### src/rtl/mem_timeout_cnt.sv
// mem_timeout_cnt: counts REQ cycles without ack and flags when the timeout limit is reached.
// Only instantiated when MEM_TIMEOUT_EN is defined.
module mem_timeout_cnt #(
    parameter int unsigned TIMEOUT_CYCLES = 255
) (
    input  logic clk_i,
    input  logic rst_i,
    input  logic clr_i,
    input  logic en_i,
    output logic hit_o
);
    localparam logic [7:0] LIMIT = 8'(TIMEOUT_CYCLES - 1);
    logic [7:0] cnt_q;
    always_ff @(posedge clk_i) begin
        if (!rst_i || clr_i) cnt_q <= '0;
        else if (en_i) cnt_q <= cnt_q + 8'd1;
    end
    // cnt_q counts completed wait cycles, so the current REQ cycle is number cnt_q+1
    assign hit_o = (cnt_q == LIMIT);
endmodule

### config.mk
export PLATFORM = sky130hd
export DESIGN_NAME = mem_timeout_cnt
export DESIGN_NICKNAME = d
export VERILOG_FILES = /design/src/rtl/mem_timeout_cnt.sv
export SDC_FILE = /design/constraint.sdc
export NUM_CORES = 1
export LEC_CHECK = 0
export CAP_MARGIN = 20
export CELL_PAD_IN_SITES_DETAIL_PLACEMENT = 2
export CELL_PAD_IN_SITES_GLOBAL_PLACEMENT = 2
export CORE_AREA = 2 2 39 41
export DETAILED_ROUTE_END_ITERATION = 7
export DIE_AREA = 0 0 41 43
export PLACE_DENSITY_LB_ADDON = 0.1
export SETUP_SLACK_MARGIN = 0.2
export SLEW_MARGIN = 40
export SYNTH_ARGS = -nofsm -noshare
export SYNTH_HDL_FRONTEND = slang
export SYNTH_SLANG_ARGS = --single-unit
### constraint.sdc
create_clock -name clk_i -period 2.6 [get_ports clk_i]
set_clock_uncertainty 0.05 [all_clocks]
set_input_delay 0.52 -clock clk_i [delete_from_list [all_inputs] [get_ports clk_i]]
set_output_delay 0.52 -clock clk_i [all_outputs]
set_load 0.01 [all_outputs]
==> reports/results.ini <==
[run_status]
status = finished clean

[timing]
layout_min_cycle_time_ns = 2.10
tns_ns = 0
slew_viol_final = 0
hold_viol = 0
max_freq_ghz = 0.477
tightest_slew_ns = 0.320
rsz0062_at_grt = false
slew_headroom_pct = 78.7
fin_crit_sh_pct = 80.6
setup-violations-final = 0

[die]
die_w_um = 41
start_util_pct = 26.4
rows = 14
coreArea_mm2 = 0.00138
pin_count = 5
dieArea_mm2 = 0.00176
die_y_um = 43

[placed_design]
portBuffers = 4
dp_hpwl_um = 690
gp_congestion = 0.687
postPlaceCellArea_um2 = 417

[logic_synthesis]
synth_top_area_share_pct = 43.8
syn_avg_cell_area_um2 = 8.70
syn_inst = 42
syn-num-nets = 48
synth.distinct_cells = 17
yosysTopAreaCell = dfxtp_1
ys_seq_elements = 8
syn-cell-area_um2 = 365
ys_seq_area_share_pct = 43.8
ys_warn_count = 0
yosys-top-cells-area = dfxtp_1 (44%), xor2_1 (7.2%), ha_1 (6.8%)

[critical_path]
crit_slowest_cell = clkdlybuf4s50_1
crit_fanout = 4
path_buf_inv = 2
path_class = reg2out
end_kind = primary output
max_stage_delay_ns = 0.54
crit_chain = inv_1, ha_1, nand3_1, nor2_1, clkdlybuf4s50_1
cp-start-kind = flop
cp.required_ns = 2.03
path_delay_family = buffers and inverters
arrival_ns = 1.53

[final_layout]
fillers = 158
layout-drive-gt1-share_pct = 8.51
layout_commonest_cell = dfxtp_1
top_regs = cnt_q: 8 flops
largest-register = cnt_q
diodes = 0
largest_register_ff_count = 8
mostFrequentLayoutCells = dfxtp_1 (8), nor2_1 (6), clkdlybuf4s50_1 (4)
area_growth_pct = 20.2
final_area_um2 = 439
nets = 55

[clocking]
htreeDepth = 1
clock_insertion_delay_worst_skew_ns = 0.26
clk_pin_slew_ns = 0.06
clkSinkCount = 8
cts_resized = 0
cts_root_buffer = clkbuf_4
numCtsBuffers = 3
cts_hold_buf = 0
cts_setup_buffers = 0
clock_path_buffers = 2
cts_tree = yes

[hold_path]
hold_class = reg2reg

[power]
p_leak_nw = 0.155
p_per_area_mw_per_mm2 = 542
irDropWorstVdd_mv = 0.261

[detailed_routing]
drtAntennaViolNets = 0
drc_errors = 0
vias = 307
first_pass_iters = 3
routed_wl_um = 855
routedWlPerCell_um = 13.6
drtIter0Drc = 1
routed_via_density = 4.87

[global_routing]
grtUsageTotal_pct = 13.5
antenna_found_initial = 0
grt_max_degree = 9
grt_pass1_wl_mm = 1.58
overflow = 0
grt_pass1_vias = 368

[flow_run]
cap_violations = 0

==> final cells by class <==
cell class	instances	area [um^2]	area share [%]
Sequential cell	8	160	36.5
Clock buffer	3	22.5	5.13
Timing Repair Buffer	4	40.0	9.12
Tap cell	16	20.0	4.56
Multi-Input combinational cell	31	193	43.9
Inverter	1	3.75	0.855
==> where the power goes <==
part,internal (W),switching [W]
clock,0.0000531,0.0000457
combinational,0.00000703,0.00000643
sequential,0.000124,0.00000193
total,0.000184,0.0000540
==> layer usage <==
metal | GRT usage, % | routed length (um)
met3 | 3.14 | 29
met1 | 14.4 | 359
met5 | 0 | 0
met4 | 8.00 | 21
met2 | 22.5 | 443
==> stage by stage <==
| step | std cells | util (%) | power, W | setup WS (ns) | hold slack (ns) |
|---|---|---|---|---|---|
| 2_1_floorplan | 42 | - | 0.000136 | 1.26 | 0.408 |
| 3_3_place_gp | 60 | 30.1 | 0.000141 | 0.720 | 0.430 |
| 3_5_place_dp | 60 | 30.1 | 0.000143 | 0.647 | 0.464 |
| 4_1_cts | 63 | 31.7 | 0.000242 | 0.478 | 0.470 |
| 5_1_grt | 63 | 31.7 | 0.000248 | 0.438 | 0.524 |
| 6_report | 63 | 31.7 | 0.000238 | 0.504 | 0.464 |
==> final timing paths <==
| path | start | endpoint | slack [ns] | cells after the start |
|---|---|---|---|---|
| setup / recovery | cnt_q[0] | hit_o | 0.50 | 5 |
| setup reg to reg | cnt_q[0] | cnt_q[6] | 1.25 | 4 |
| hold / removal | cnt_q[6] | cnt_q[6] | 0.46 | 2 |
| hold reg to reg | cnt_q[6] | cnt_q[6] | 0.46 | 2 |
==> worst min-delay path, delay by kind of cell, from the launching register on <==
family         cells  cell delay (ns)
AO/OA/AOI/OAI      2             0.14
flip-flops         1             0.32
==> cell families (layout without fill, tap and decap cells) <==
logic type                 count (synthesis)  after routing  share of synthesized area, %
AOI/OAI and AO/OA                          7              7                          10.3
DFF                                        8              8                          43.8
buffers and inverters                      3              8                          3.42
and+or+nand+nor                           18             18                          26.0
xor gates and xnor gates                   4              4                          9.59
adders and majority gates                  2              2                          6.85
==> cell usage after synthesis <==
| cell | count |
|---|---|
| ha_1 | 2 |
| a211oi_1 | 1 |
| buf_2 | 1 |
| nand4_1 | 2 |
| a21oi_1 | 3 |
| or3_1 | 3 |
| nand2_1 | 2 |
| xor2_1 | 3 |
| o21ai_0 | 3 |
| nand4_2 | 1 |
| dfxtp_1 | 8 |
| xnor2_1 | 1 |
| clkbuf_1 | 1 |
| inv_1 | 1 |
| nand2b_1 | 1 |
| nor2_1 | 6 |
| nand3_1 | 3 |
(Power assumes the default switching activity.)
